`src/rtl/timerio_pkg.sv`:
```
// Register offsets and CTRL bit positions shared by the interval timer and its bench-facing users.
package timerio_pkg;

    localparam logic [2:0] TMR_CTRL     = 3'd0;
    localparam logic [2:0] TMR_STATUS   = 3'd1;
    localparam logic [2:0] TMR_RELOAD_H = 3'd2;
    localparam logic [2:0] TMR_RELOAD_L = 3'd3;
    localparam logic [2:0] TMR_COUNT_H  = 3'd4;
    localparam logic [2:0] TMR_COUNT_L  = 3'd5;
    localparam logic [2:0] TMR_PRESCALE = 3'd6;

    localparam int CTRL_EN       = 0;
    localparam int CTRL_PERIODIC = 1;
    localparam int CTRL_IRQEN    = 2;

endpackage

```
`src/rtl/timer_prescaler.sv`:
```
// 8-bit prescaler: counts down while enabled and emits a one-cycle tick on the cycle pc==0,
// reloading from load_val at that point; load forces a reload with no tick.
module timer_prescaler (
    input  logic       clk,
    input  logic       rst,
    input  logic       load,
    input  logic       en,
    input  logic [7:0] load_val,
    output logic       tick
);

    logic [7:0] pc_q;
    logic [7:0] pc_d;

    always_comb begin
        pc_d = pc_q;
        tick = 1'b0;
        if (load) begin
            pc_d = load_val;
        end else if (en) begin
            if (pc_q == 8'd0) begin
                tick = 1'b1;
                pc_d = load_val;
            end else begin
                pc_d = pc_q - 8'd1;
            end
        end
    end

    always_ff @(posedge clk) begin
        if (rst) begin
            pc_q <= 8'd0;
        end else begin
            pc_q <= pc_d;
        end
    end

endmodule

```
`src/rtl/timerio.sv`:
```
// 16-bit interval timer on the 6801 peripheral bus: one-shot or periodic, prescaled by pc,
// level irq = ZF & IRQEN; DO is combinational from AD, register writes land on the cs&&!rw edge.
module timerio
    import timerio_pkg::*;
#(
    parameter logic [15:0] RELOAD_RST   = 16'hFFFF,
    parameter logic [7:0]  PRESCALE_RST = 8'h00
) (
    input  logic       clk,
    input  logic       rst,
    output logic       irq,
    input  logic [2:0] AD,
    input  logic [7:0] DI,
    output logic [7:0] DO,
    input  logic       rw,
    input  logic       cs
);

    logic        en_q, en_d;
    logic        periodic_q, periodic_d;
    logic        irqen_q, irqen_d;
    logic        zf_q, zf_d;
    logic [15:0] reload_q, reload_d;
    logic [15:0] count_q, count_d;
    logic [7:0]  prescale_q, prescale_d;
    logic [7:0]  hold_h_q, hold_h_d;
    logic [7:0]  latch_l_q, latch_l_d;

    logic bus_wr, bus_rd, ctrl_wr, start, run, tick, zf_set;

    assign bus_wr  = cs && !rw;
    assign bus_rd  = cs && rw;
    assign ctrl_wr = bus_wr && (AD == TMR_CTRL);
    assign start   = ctrl_wr && DI[CTRL_EN] && !en_q;
    // A CTRL write clearing EN freezes count and pc on that very edge.
    assign run     = en_q && !(ctrl_wr && !DI[CTRL_EN]);
    assign zf_set  = tick && (count_q == 16'd0);

    timer_prescaler u_prescaler (
        .clk      (clk),
        .rst      (rst),
        .load     (start),
        .en       (run),
        .load_val (prescale_q),
        .tick     (tick)
    );

    always_comb begin
        en_d       = en_q;
        periodic_d = periodic_q;
        irqen_d    = irqen_q;
        zf_d       = zf_q;
        reload_d   = reload_q;
        count_d    = count_q;
        prescale_d = prescale_q;
        hold_h_d   = hold_h_q;
        latch_l_d  = latch_l_q;

        if (tick) begin
            if (count_q != 16'd0) begin
                count_d = count_q - 16'd1;
            end else begin
                zf_d = 1'b1;
                if (periodic_q) begin
                    count_d = reload_q;
                end else begin
                    en_d = 1'b0;
                end
            end
        end
        if (start) begin
            count_d = reload_q;
        end

        // Bus writes come after the tick so a CTRL write overrides one-shot expiry.
        if (bus_wr) begin
            case (AD)
                TMR_CTRL: begin
                    en_d       = DI[CTRL_EN];
                    periodic_d = DI[CTRL_PERIODIC];
                    irqen_d    = DI[CTRL_IRQEN];
                end
                TMR_STATUS: begin
                    if (DI[0] && !zf_set) begin
                        zf_d = 1'b0;
                    end
                end
                TMR_RELOAD_H: hold_h_d   = DI;
                TMR_RELOAD_L: reload_d   = {hold_h_q, DI};
                TMR_PRESCALE: prescale_d = DI;
                default: ;
            endcase
        end
        if (bus_rd && (AD == TMR_COUNT_H)) begin
            latch_l_d = count_q[7:0];
        end
    end

    always_comb begin
        DO = 8'h00;
        if (cs) begin
            case (AD)
                TMR_CTRL:     DO = {5'b0, irqen_q, periodic_q, en_q};
                TMR_STATUS:   DO = {6'b0, en_q, zf_q};
                TMR_RELOAD_H: DO = reload_q[15:8];
                TMR_RELOAD_L: DO = reload_q[7:0];
                TMR_COUNT_H:  DO = count_q[15:8];
                TMR_COUNT_L:  DO = latch_l_q;
                TMR_PRESCALE: DO = prescale_q;
                default:      DO = 8'h00;
            endcase
        end
    end

    assign irq = zf_q & irqen_q;

    always_ff @(posedge clk) begin
        if (rst) begin
            en_q       <= 1'b0;
            periodic_q <= 1'b0;
            irqen_q    <= 1'b0;
            zf_q       <= 1'b0;
            reload_q   <= RELOAD_RST;
            count_q    <= 16'd0;
            prescale_q <= PRESCALE_RST;
            hold_h_q   <= 8'd0;
            latch_l_q  <= 8'd0;
        end else begin
            en_q       <= en_d;
            periodic_q <= periodic_d;
            irqen_q    <= irqen_d;
            zf_q       <= zf_d;
            reload_q   <= reload_d;
            count_q    <= count_d;
            prescale_q <= prescale_d;
            hold_h_q   <= hold_h_d;
            latch_l_q  <= latch_l_d;
        end
    end

endmodule

```
`config.mk`:
```
export PLATFORM = sky130hd
export DESIGN_NAME = timerio
export DESIGN_NICKNAME = d
export VERILOG_FILES = /design/src/rtl/timerio_pkg.sv /design/src/rtl/timer_prescaler.sv /design/src/rtl/timerio.sv
export SDC_FILE = /design/constraint.sdc
export NUM_CORES = 1
export LEC_CHECK = 0
export BUFFER_PORTS_ARGS = -buffer_cell sky130_fd_sc_hd__buf_2
export CAP_MARGIN = 0
export CORE_MARGIN = 5
export CORE_UTILIZATION = 60
export CTS_BUF_LIST = sky130_fd_sc_hd__clkbuf_2
export CTS_CLUSTER_SIZE = 10
export DETAILED_ROUTE_END_ITERATION = 10
export PLACE_DENSITY = 0.84
export SYNTH_ARGS = -nofsm -noshare
export SYNTH_HDL_FRONTEND = slang
export SYNTH_SLANG_ARGS = --single-unit
export TNS_END_PERCENT = 10
```
`constraint.sdc`:
```
create_clock -name clk -period 2.53 [get_ports clk]
set_clock_uncertainty 0.05 [all_clocks]
set_input_delay 0.253 -clock clk [delete_from_list [all_inputs] [get_ports clk]]
set_output_delay 0.253 -clock clk [all_outputs]
set_load 0.1 [all_outputs]
```
**After elaboration in Yosys (flattened, before gate mapping)**

Index checks and enable logic that the tools add are counted.

- $add $sub $neg: 2
- Equal/unequal tests: 6
- Multiplexer cells: 22
- Bitwise logic cells: 1
- Reduce and logical (&&, ||, !) cells: 27

Operator list:

| operator | number |
|---|---|
| 16-bit two-way mux | 4 |
| 8-bit case mux with 7 select lines | 1 |
| 8-bit two-way mux | 4 |
| 16-bit zero test | 1 |
| 16-bit nonzero test | 1 |
| 16-bit by 1-bit subtractor with 16-bit output, second input constant | 1 |
| 1-bit two-way mux | 13 |
| 1-bit logical AND | 10 |
| 2-bit AND reduction | 5 |
| 3-bit equality test, second input constant | 3 |
| 8-bit zero test | 1 |
| 8-bit by 1-bit subtractor with 8-bit output, second input constant | 1 |
| 3-bit by 2-bit equality test with 1-bit output, second input constant | 2 |
| 1-bit zero test | 5 |
| 2-bit nonzero test | 2 |
| 3-bit by 1-bit equality test with 1-bit output, second input constant | 1 |
| 3-bit zero test | 1 |
| 3-bit nonzero test | 1 |
| 1-bit AND | 1 |

- Bits of input ports: 15
- Bits in registers: 68
- Logic and storage cells: 68
- Output and inout bits: 9

**Logic depth before layout (Yosys ltp)**

- Word-level depth: 14
- Mapped depth: 9
- Depth with buffers taken out: 7

**Cells and area by module**

Synthesis repeated with hierarchy kept, for this count alone.

- Cell total of the unflattened synthesis: 442
- Area, all modules: 3724.8 sq um

By module, submodules not included:

| module | area an instance (sq um) | instances | seq. area each (sq um) | cells an instance |
|---|---|---|---|---|
| timerio | 3136.8 | 1 | 1201.2 | 372 |
| timer_prescaler | 588.1 | 1 | 160.2 | 70 |

**Worst setup path after synthesis**

No wires, ideal clock.

- Kind: input to output
- Start point: in AD[2]
- End point: out DO[0]
- Stages on the path: 5
- Data arrival time: 3.454 ns
- Path buffers: 2
- Path slack: -1.227 ns
- Path through: clkbuf_1 -> clkbuf_1 -> mux4_2 -> nor2_1 -> a211oi_1

- Cells in the longest elaborated chain, start to end: 3
- Elaborated cells on any way between the ends: 9
- Those cells by class: eq/ne: 6; mux: 2; reduce/logical: 1

RTL lines:

| element | RTL line | RTL |
|---|---|---|
| from (decl) | timerio.sv:12 | `input logic [2:0] AD,` |
| 3-bit equality test (tied with other cells) | timerio.sv:102 | `case (AD)` |
| 8-bit case mux with 7 select lines (*) | timerio.sv:102 |  |
| 8-bit two-way mux (*) | timerio.sv:101 | `if (cs) begin` |
| to (decl) | timerio.sv:14 | `output logic [7:0] DO,` |

Every way passes the cells marked *; elsewhere a longest branch is shown, timed or not.

**Worst setup path in the final report**

- Start point: reg count_q[0]
- End point: reg count_q[13]

- Cells in the longest elaborated chain, start to end: 4
- Elaborated cells on any way between the ends: 7
- Those cells by class: add/sub: 1; mux: 3; reduce/logical: 3

RTL lines:

| element | RTL line | RTL |
|---|---|---|
| from (decl) | timerio.sv:24 | `logic [15:0] count_q, count_d;` |
| from (signal assigned) | timerio.sv:134 | `count_q <= count_d;` |
| 16-bit by 1-bit subtractor with 16-bit output / 16-bit nonzero test (equally long branches) | timerio.sv:61, timerio.sv:60 |  |
| 16-bit two-way mux | timerio.sv:60 | `if (count_q != 16'd0) begin` |
| 16-bit two-way mux | timerio.sv:59 | `if (tick) begin` |
| 16-bit two-way mux | timerio.sv:71 | `if (start) begin` |

Parallel ways exist; a longest one is shown, timed or not. The select of a mux whose other input is x is not followed.
A chain may end at the register's enable or synchronous reset.

==> flow_metrics.env <==
export IMPL_status="completed"
export IMPL_io_pins=24
export IMPL_grt_setup_unrepaired="no"
export IMPL_hold_path_class="primary input to flop"
export IMPL_post_route_period_util=0.926
export IMPL_maxCapViolations=0
export IMPL_cp_max_fo=8
export IMPL_vias=3881
export IMPL_critPathLaunchType="flop"
export IMPL_clock_sinks=68
export IMPL_post_cts_resize_count=0
export IMPL_worst_slack_ns=0.186
export IMPL_coreArea_um2=5990
export IMPL_track_usage=0.301
export IMPL_globalRoute_totalOverflow=0
export IMPL_fin_crit_ns=2.34
export IMPL_fillerInstances=443
export IMPL_nNetsFinal=514
export IMPL_worstReg2RegStart="count_q[0]$_SDFFE_PP0P_"
export IMPL_synth_edf_count=0
export IMPL_antenna_cells=0
export IMPL_wl_per_cell_um=19.7
export IMPL_place_ws_ns=0.212
export IMPL_relSlewSlack=0.318
export IMPL_antenna_found_initial=0
export IMPL_crit_arrival_ns=2.77
export IMPL_place_congestion=1.02
export IMPL_ys_warnings_count=0
export IMPL_ys_seq_area_frac=0.363
export IMPL_start_util=0.625
export IMPL_drive_gt1_frac=0.172
export IMPL_critPathRequiredTime_ns=2.95
export IMPL_netlist_instances=458
export IMPL_r2r_end="count_q[13]$_SDFFE_PP0P_"
export IMPL_grt_pass1_wl_um=18300
export IMPL_clk_path_buf_depth=2
export IMPL_rr_worst_depth=7
export IMPL_route_detailed_drc=0
export IMPL_vdd_drop_max_mv=0.451
export IMPL_clk_latency_ns=0.53
export IMPL_root_buffer="clkbuf_2"
export IMPL_die_area_um2=7920
export IMPL_syn_to_final_growth_pct=16.2
export IMPL_syn_area_um2=3750
export IMPL_hold_viol=0
export IMPL_htreeDepth=3
export IMPL_fmax_mhz=427
export IMPL_p_leak_nw=1.73
export IMPL_synth_distinct_cells=55
export IMPL_finalSetupTns_ns=0
export IMPL_cp_endpoint="count_q[13]$_SDFFE_PP0P_"
export IMPL_power_density_nw_per_um2=534
export IMPL_hold_slack_ns=0.116
export IMPL_cts_made_buffers=9
export IMPL_die_h_um=89.0
export IMPL_die_w_um=89.0
export IMPL_worst_pin_slew_ns=1.02
export IMPL_routed_wl_um=11300
export IMPL_grt_max_degree=31
export IMPL_syn_avg_cell_area_um2=8.18
export IMPL_regToRegSetupSlack_ns=0.19
export IMPL_firstDrtPassIters=6
export IMPL_maxSlewViolCount=0
export IMPL_synth_seq_cells=68
export IMPL_grt_pass1_vias=3590
export IMPL_std_cell_rows=28
export IMPL_cts_tree="done"
export IMPL_end_kind="flop"
export IMPL_crit_type="flop to flop"
export IMPL_startpoint="count_q[0]$_SDFFE_PP0P_"
export IMPL_path_clk_slew_ns=0.22
export IMPL_viasPerCell=6.75
export IMPL_route_antenna_remaining_nets=0
export IMPL_synth_nets=477
export IMPL_report_final_setup_viol=0
export IMPL_async_reset_ff_frac=0
export IMPL_synth_flop_cell="dfxtp_1"
export IMPL_drt_iter0_markers=512
export IMPL_port_buffers=23
export IMPL_power_total_mw=2.32
export IMPL_hpwl_um=8070
worst max-delay path: stages, from the launching register on:
cell	delay, ns
dfxtp_1	0.44
inv_1	0.12
ha_1	0.23
nor4b_1	0.15
and4_1	0.26
nor2_1	0.64
o21ai_0	0.22
a41oi_1	0.20
synth_stat cells (8+ instances only):
cell type | number | share of area
nand4_1 | 8 | 0.013
nand3_1 | 13 | 0.017
o21ai_0 | 16 | 0.021
a211oi_1 | 8 | 0.016
nand2_1 | 62 | 0.062
o22ai_1 | 9 | 0.015
mux2i_1 | 32 | 0.086
nor4_1 | 10 | 0.017
clkbuf_1 | 21 | 0.021
a21oi_1 | 32 | 0.043
nor3_1 | 11 | 0.015
nor2_1 | 49 | 0.049
nand3b_1 | 17 | 0.034
dfxtp_1 | 68 | 0.36
how the worst min path moves through the flow:
stage / start / to / slack, ns / depth (start not counted)
2_1_floorplan: DI[0] / reload_q[0]$_SDFFE_PP1P_ / 0.32 / 2
3_3_place_gp: hold_h_q[7]$_SDFFE_PP0P_ / reload_q[15]$_SDFFE_PP1P_ / 0.39 / 2
3_5_place_dp: hold_h_q[4]$_SDFFE_PP0P_ / reload_q[12]$_SDFFE_PP1P_ / 0.41 / 2
4_1_cts: rst / hold_h_q[7]$_SDFFE_PP0P_ / 0.09 / 2
5_1_grt: rst / hold_h_q[0]$_SDFFE_PP0P_ / 0.1 / 2
6_report: rst / hold_h_q[7]$_SDFFE_PP0P_ / 0.12 / 2
logic make-up (layout without fill, tap and decap cells):
group                      count (synthesis)  after routing  share of synthesized area
DFF                                       68             68                      0.363
buffers and inverters                     37             79                     0.0424
adders and majority gates                  4              4                     0.0134
and+or+nand+nor                          212            212                      0.300
AOI/OAI and AO/OA                         98             98                      0.168
muxes                                     39             39                      0.113
metrics by stage:
stage	cell area, µm²	instances	util
finish	4350	575	0.727
global placement	4150	551	0.692
floorplan	3760	458	-
CTS	4350	575	0.727
global route	4350	575	0.727
detailed placement	4150	551	0.692
state kept, by name (all words and copies together), names as in the netlist, 8 cells and up:
name              cells
u_prescaler.pc_q      8
hold_h_q              8
prescale_q            8
count_q              16
reload_q             16
latch_l_q             8
power breakdown:
part           internal, mW  total (mW)  switching, mW
Sequential             1.09        1.11         0.0234
Combinational         0.200       0.519          0.319
Clock                 0.244       0.689          0.445
Total                  1.54        2.32          0.788
layer usage:
metal,vias up,GRT usage,part of all wire
met3,38,0.0811,0.11
met1,1814,0.399,0.40
met2,255,0.462,0.45
li1,1774,-,-
met5,-,0,0
met4,0,0.127,0.032
repair_timing:
| action | CTS | global route |
|---|---|---|
| hold endpoints to repair | 23 | 0 |
| hold buffers | 8 | 0 |
| setup buffers | 0 | 0 |
area by class of cell:
class                   instances  area, µm²  area share
clock inverters                 7       81.3      0.0187
inverters                       6       22.5     0.00517
flip-flops and latches         68       1360       0.313
clock buffers                   9       45.0      0.0103
repair buffers                 57        510       0.117
well taps                      75       93.8      0.0216
multi-input cells             353       2240       0.514
layout by cell type, fill, tap and decap left out, types with 9 or more instances in the layout:
cell type	n
clkbuf_2	9
a21oi_1	32
nand3b_1	17
buf_4	26
nand2_1	62
dfxtp_1	68
nor3_1	11
nand3_1	13
buf_2	15
nor2_1	48
o21ai_0	16
mux2i_1	32
o22ai_1	9
nor4_1	10
Note: power is estimated with default switching activity, not from simulation.
